===== src/rtl/idct_block_scheduler.sv =====
// rtl/idct_block_scheduler.sv - ping-pong buffer scheduler around a Fast IDCT core
module idct_block_scheduler #(
  parameter int ROWS         = 8,
  parameter int CORE_TIMEOUT = 4095
) (
  input  logic        clock,
  input  logic        reset,
  input  logic        in_valid,
  output logic        in_ready,
  output logic        in_we,
  output logic        in_buf,
  output logic [3:0]  in_row,
  output logic        core_start,
  output logic        core_buf,
  input  logic        core_done,
  output logic        out_valid,
  input  logic        out_ready,
  output logic        out_buf,
  output logic [3:0]  out_row,
  output logic        out_last,
  output logic        err_timeout,
  output logic [15:0] blocks_done
);

  typedef enum logic [2:0] {FREE, LOADING, READY, COMPUTE, RESULT} buf_state_t;
  typedef enum logic {IDLE, WAIT} core_state_t;

  localparam int             TW         = (CORE_TIMEOUT < 2) ? 1 : $clog2(CORE_TIMEOUT + 1);
  localparam logic [3:0]     LAST_ROW   = 4'(ROWS - 1);
  localparam logic [TW-1:0]  TIMER_LAST = TW'(CORE_TIMEOUT - 1);

  buf_state_t    buf_state [2];
  core_state_t   core_state;
  core_state_t   core_next;
  logic          wr_ptr;
  logic          cmp_ptr;
  logic          rd_ptr;
  logic [TW-1:0] wait_cnt;
  logic          core_finish;
  logic          core_timeout;
  logic          in_last;
  logic          out_fire;
  logic          out_fire_last;

  // Handshake decode uses registered buffer state only; everything is held quiet during reset.
  assign in_ready      = !reset && (buf_state[wr_ptr] == FREE || buf_state[wr_ptr] == LOADING);
  assign in_we         = in_valid && in_ready;
  assign in_buf        = wr_ptr;
  assign in_last       = in_we && (in_row == LAST_ROW);
  assign core_buf      = cmp_ptr;
  assign out_valid     = !reset && (buf_state[rd_ptr] == RESULT);
  assign out_buf       = rd_ptr;
  assign out_last      = out_valid && (out_row == LAST_ROW);
  assign out_fire      = out_valid && out_ready;
  assign out_fire_last = out_fire && out_last;

  // Core FSM state register.
  always_ff @(posedge clock) begin
    if (reset) core_state <= IDLE;
    else       core_state <= core_next;
  end

  // Core FSM next state: launch on a READY buffer, finish on done or timeout.
  always_comb begin
    core_next    = core_state;
    core_start   = 1'b0;
    core_finish  = 1'b0;
    core_timeout = 1'b0;
    case (core_state)
      IDLE: begin
        if (!reset && buf_state[cmp_ptr] == READY) begin
          core_start = 1'b1;
          core_next  = WAIT;
        end
      end
      WAIT: begin
        if (core_done) begin
          core_finish = 1'b1;
          core_next   = IDLE;
        end else if (wait_cnt == TIMER_LAST) begin
          core_finish  = 1'b1;
          core_timeout = 1'b1;
          core_next    = IDLE;
        end
      end
      default: core_next = IDLE;
    endcase
  end

  // Counts WAIT cycles; value k-1 during the k-th WAIT cycle.
  always_ff @(posedge clock) begin
    if (reset || core_state != WAIT || core_finish) wait_cnt <= '0;
    else                                            wait_cnt <= wait_cnt + 1'b1;
  end

  // Per-buffer lifecycle; the events in one cycle always hit buffers in distinct states.
  always_ff @(posedge clock) begin
    if (reset) begin
      buf_state[0] <= FREE;
      buf_state[1] <= FREE;
    end else begin
      for (int i = 0; i < 2; i++) begin
        if (in_we && wr_ptr == 1'(i))          buf_state[i] <= in_last ? READY : LOADING;
        if (core_start && cmp_ptr == 1'(i))    buf_state[i] <= COMPUTE;
        if (core_finish && cmp_ptr == 1'(i))   buf_state[i] <= RESULT;
        if (out_fire_last && rd_ptr == 1'(i))  buf_state[i] <= FREE;
      end
    end
  end

  // Row counters, ring pointers, sticky timeout flag and drained-block count.
  always_ff @(posedge clock) begin
    if (reset) begin
      in_row      <= '0;
      out_row     <= '0;
      wr_ptr      <= 1'b0;
      cmp_ptr     <= 1'b0;
      rd_ptr      <= 1'b0;
      err_timeout <= 1'b0;
      blocks_done <= '0;
    end else begin
      if (in_we) begin
        if (in_last) begin
          in_row <= '0;
          wr_ptr <= ~wr_ptr;
        end else begin
          in_row <= in_row + 4'd1;
        end
      end
      if (core_finish)  cmp_ptr     <= ~cmp_ptr;
      if (core_timeout) err_timeout <= 1'b1;
      if (out_fire) begin
        if (out_last) begin
          out_row     <= '0;
          rd_ptr      <= ~rd_ptr;
          blocks_done <= blocks_done + 16'd1;
        end else begin
          out_row <= out_row + 4'd1;
        end
      end
    end
  end

endmodule


===== config.mk =====
export PLATFORM = sky130hd
export DESIGN_NAME = idct_block_scheduler
export DESIGN_NICKNAME = d
export VERILOG_FILES = /design/src/rtl/idct_block_scheduler.sv
export SDC_FILE = /design/constraint.sdc
export NUM_CORES = 1
export LEC_CHECK = 0
export ABC_CLOCK_PERIOD_IN_PS = 3200
export CELL_PAD_IN_SITES_DETAIL_PLACEMENT = 0
export CELL_PAD_IN_SITES_GLOBAL_PLACEMENT = 1
export CORE_MARGIN = 2
export CORE_UTILIZATION = 43
export DETAILED_ROUTE_END_ITERATION = 12
export PLACE_DENSITY = 0.85
export SETUP_SLACK_MARGIN = 0.02
export SYNTH_ARGS = -nofsm -noshare
export SYNTH_HDL_FRONTEND = slang
export SYNTH_SLANG_ARGS = --single-unit

===== constraint.sdc =====
create_clock -name clock -period 3.2 [get_ports clock]
set_clock_uncertainty 0.05 [all_clocks]
set_input_delay 0.48 -clock clock [delete_from_list [all_inputs] [get_ports clock]]
set_output_delay 0.48 -clock clock [all_outputs]
set_load 0.01 [all_outputs]

==> results.sh <==
export IMPL_post_cts_resized_instances=0
export IMPL_core_rowCount=26
export IMPL_post_drt_via_cell_ratio=5.296
export IMPL_crit_fanout=8
export IMPL_required_worst_endpoint_ns=2.67
export IMPL_critical_path_class="in -> out"
export IMPL_slew_limit_headroom_pct=44.30
export IMPL_place_congestion=0.7450
export IMPL_grt_first_pass_wirelength_um=8024
export IMPL_cts_buffers=5
export IMPL_post_synth_instance_area_mm2=0.002362
export IMPL_ios=38
export IMPL_placed_cells_incl_taps=363
export IMPL_number_of_global_route_vias_before_repair=1782
export IMPL_yosys_warnings=0
export IMPL_worst_path_largest_cell_delay_ns=0.65
export IMPL_coreArea_mm2=0.005205
export IMPL_die_w_um=78.12
export IMPL_multi_input_comb_area_mm2=0.001226
export IMPL_startpoint_of_the_lowest_slack_hold_path="err_timeout"
export IMPL_worst_slew_pin_transition_ns=0.8318
export IMPL_cells_along_the_critical_path="clkdlybuf4s50_1 > or4b_2 > nand2_1 > clkdlybuf4s50_1"
export IMPL_grt_overflow=0
export IMPL_fp_dieArea_mm2=0.006103
export IMPL_reg2reg_to="buf_state[0][2]"
export IMPL_hold_path_depth=2
export IMPL_synth_main_ff_cell="sky130_fd_sc_hd__dfxtp_1"
export IMPL_reg2regPathDepth=8
export IMPL_maximum_number_of_pins_on_one_net_before_global_route_repair=25
export IMPL_flow_area_growth_from_synthesis_pct=22.83
export IMPL_hold_viol=0
export IMPL_cts_htree_levels=2
export IMPL_crit_path_frequent_cell="sky130_fd_sc_hd__clkdlybuf4s50_1"
export IMPL_timing_fmax_mhz=356.3
export IMPL_antenna_cells_inserted=0
export IMPL_grt_antenna_before_repair=0
export IMPL_maxCapViolCount=0
export IMPL_netSwitchingPower_uw=252.4
export IMPL_critPathBufInv=2
export IMPL_setup_total_negative_slack_ns=0
export IMPL_critical_path_endpoint_type="output port"
export IMPL_power_density_mw_per_mm2=373.7
export IMPL_setup_viol_count_final=0
export IMPL_route_antenna_remaining_nets=0
export IMPL_grt_use_total_pct=16.13
export IMPL_swShare_pct=23.28
export IMPL_layout_common_cells="sky130_fd_sc_hd__dfxtp_1 (44), sky130_fd_sc_hd__clkdlybuf4s50_1 (37), sky130_fd_sc_hd__nor2_1 (34)"
export IMPL_internal_power_uw=831.7
export IMPL_finalNetCount=314
export IMPL_cts_hold_buf=0
export IMPL_cts_sinks=50
export IMPL_synth_seq_area_share_pct=44.92
export IMPL_wl_met3_um=132
export IMPL_critPathLaunchType="input port"
export IMPL_syn_nets=274
export IMPL_final_period_minus_worst_setup_slack_ns=2.807
export IMPL_detailroute_wirelength_met2_um=2089
export IMPL_final_instance_count_excl_fill=371
export IMPL_status="completed"
export IMPL_final_common_cell="sky130_fd_sc_hd__dfxtp_1"
export IMPL_detailed_place_hpwl_um=3402
export IMPL_cp_arrival_ns=2.28
export IMPL_min_delay_worst_endpoint="err_timeout"
export IMPL_dieHeight_um=78.12
export IMPL_routed_wire_length_per_instance_um=12.37
export IMPL_area_sequential_mm2=0.001061
export IMPL_clock_insertion_delay_worst_skew_ns=0.29
export IMPL_final_max_slew_viol_count=0
export IMPL_num_vias=1965
export IMPL_async_reset_ff_share_pct=0
export IMPL_synth_edf_count=6
export IMPL_filler_cell_count_in_the_final_layout=508
export IMPL_drcViolationCount=0
export IMPL_slack_of_the_worst_reg_to_reg_path_ns=0.80
export IMPL_timing_final_crit_share_pct=87.71
export IMPL_peakVddDrop_v=0.0002171
export IMPL_avg_cell_area_syn_um2=9.086
export IMPL_register_clock_pin_slew_on_the_reported_worst_setup_and_hold_paths_ns=0.09
export IMPL_share_seq_of_total_power_pct=60.7
export IMPL_routed_top_layer="met4"
export IMPL_drt_pass_1_iters=4
export IMPL_rsz0062_at_grt="false"
export IMPL_power_static_leakage_uw=0.001028
export IMPL_drive_above_1_share_pct=4.651
export IMPL_ctsRootBufferMaster="sky130_fd_sc_hd__clkbuf_8"
export IMPL_synth_ff_latch_count=50
export IMPL_p_clk_share_pct=32.6
export IMPL_start_util_pct=45.38
export IMPL_library_cells_used_by_synthesis=42
export IMPL_tritoncts_clock_tree="done"
export IMPL_combPwrFrac_pct=6.7
export IMPL_hp_class="reg -> reg"
export IMPL_cp_top_family="buffers and inverters"
export IMPL_synth_cells=260
export IMPL_first_iter_violations=88
export IMPL_postRouteWirelength_um=4590
export IMPL_met1Wirelength_um=2334
export IMPL_r2r_start="buf_state[0][1]"
export IMPL_cts_repair_timing_setup_buffer_count=0
export IMPL_place_port_buffers=37
export IMPL_slowest_stage="sky130_fd_sc_hd__or4b_2"
export IMPL_cts_max_path_buffers=2
-- logic make-up (layout without fill, tap and decap cells) --
| logic type | after synthesis | after routing | share of synthesized area [%] |
|---|---|---|---|
| xor+xnor | 16 | 16 | 5.932 |
| simple gates | 111 | 111 | 26.75 |
| fa+ha+maj | 9 | 9 | 4.767 |
| buf+inv | 19 | 60 | 3.178 |
| compound gates | 51 | 51 | 12.76 |
| flops | 50 | 50 | 44.91 |
| mux | 4 | 4 | 1.695 |
-- metal layers --
metal | up-vias | track usage [%]
li1 | 1019 | -
met1 | 912 | 21.82
met2 | 32 | 26.21
met3 | 2 | 3.563
met4 | 0 | 4.211
met5 | - | 0
-- per-stage QoR --
stage | total power [µW] | worst slack [ns] | util [%] | instance area [µm²] | hold slack [ns]
2_1_floorplan | 713.2 | 1.034 | - | 2362 | 0.3874
3_3_place_gp | 745.0 | 0.3939 | 54.11 | 2816 | 0.4060
4_1_cts | 1098 | 0.3826 | 55.75 | 2902 | 0.4318
5_1_grt | 1134 | 0.2184 | 55.75 | 2902 | 0.4548
6_report | 1084 | 0.3934 | 55.75 | 2902 | 0.4254
3_5_place_dp | 745.8 | 0.3951 | 54.11 | 2816 | 0.4163
-- worst max-delay path by stage --
stage,slack [ns],end,cells after the start,startpoint
6_report,0.39,in_ready,4,reset
5_1_grt,0.22,in_we,5,reset
4_1_cts,0.38,in_we,5,reset
3_5_place_dp,0.40,in_ready,4,reset
3_3_place_gp,0.39,in_ready,4,reset
2_1_floorplan,1.03,buf_state[0][0],9,reset
-- power groups by stage --
stage / clock network (µW) / registers (µW) / logic, µW
floorplan: 0 / 672 / 41.7
global placement: 0 / 673 / 72.2
detailed placement: 0 / 673 / 72.7
CTS: 367 / 658 / 73.1
global route: 394 / 660 / 79.6
finish: 354 / 658 / 72.5
-- registers in the layout, summed over array words and instances (netlist names), named ones only --
register	count
blocks_done	16
in_buf	1
wait_cnt	12
out_buf	1
out_row	4
buf_state	6
in_row	4
core_state	1
err_timeout	1
core_buf	1
-- cell usage after synthesis (5+ instances only) --
cell / instances / area, µm²
sky130_fd_sc_hd__clkbuf_1: 5 / 18.77
sky130_fd_sc_hd__a21oi_1: 18 / 90.09
sky130_fd_sc_hd__nor2_1: 34 / 127.6
sky130_fd_sc_hd__or4_1: 6 / 45.04
sky130_fd_sc_hd__edfxtp_1: 6 / 180.2
sky130_fd_sc_hd__ha_1: 9 / 112.6
sky130_fd_sc_hd__xor2_1: 10 / 87.58
sky130_fd_sc_hd__inv_1: 11 / 41.29
sky130_fd_sc_hd__nand3_1: 11 / 55.05
sky130_fd_sc_hd__nand4_1: 5 / 31.28
sky130_fd_sc_hd__xnor2_1: 6 / 52.55
sky130_fd_sc_hd__nand2_1: 17 / 63.81
sky130_fd_sc_hd__o21ai_0: 15 / 75.07
sky130_fd_sc_hd__o211ai_1: 7 / 52.55
sky130_fd_sc_hd__and4_1: 6 / 52.55
sky130_fd_sc_hd__dfxtp_1: 44 / 880.8
sky130_fd_sc_hd__or3_1: 10 / 62.56
-- worst reg2reg max path, delay by kind of cell, from the launching register on --
kind                     cells  cell delay [ns]
flip-flops                   1             0.46
AO/OA/AOI/OAI                2             0.46
buffers and inverters        1             0.14
AND/OR/NAND/NOR              4             0.80
adder cells (fa/ha/maj)      1             0.17
-- cell type report --
class                           instances  area share (%)
Sequential cell                        50           36.57
Tap cell                               70           3.019
Clock buffer                            5           2.372
Clock inverter                          3          0.5606
Inverter                               11           1.423
Timing Repair Buffer                   41           13.80
Multi-Input combinational cell        191           42.26
No activity file was read; power rests on OpenSTA's default activity.
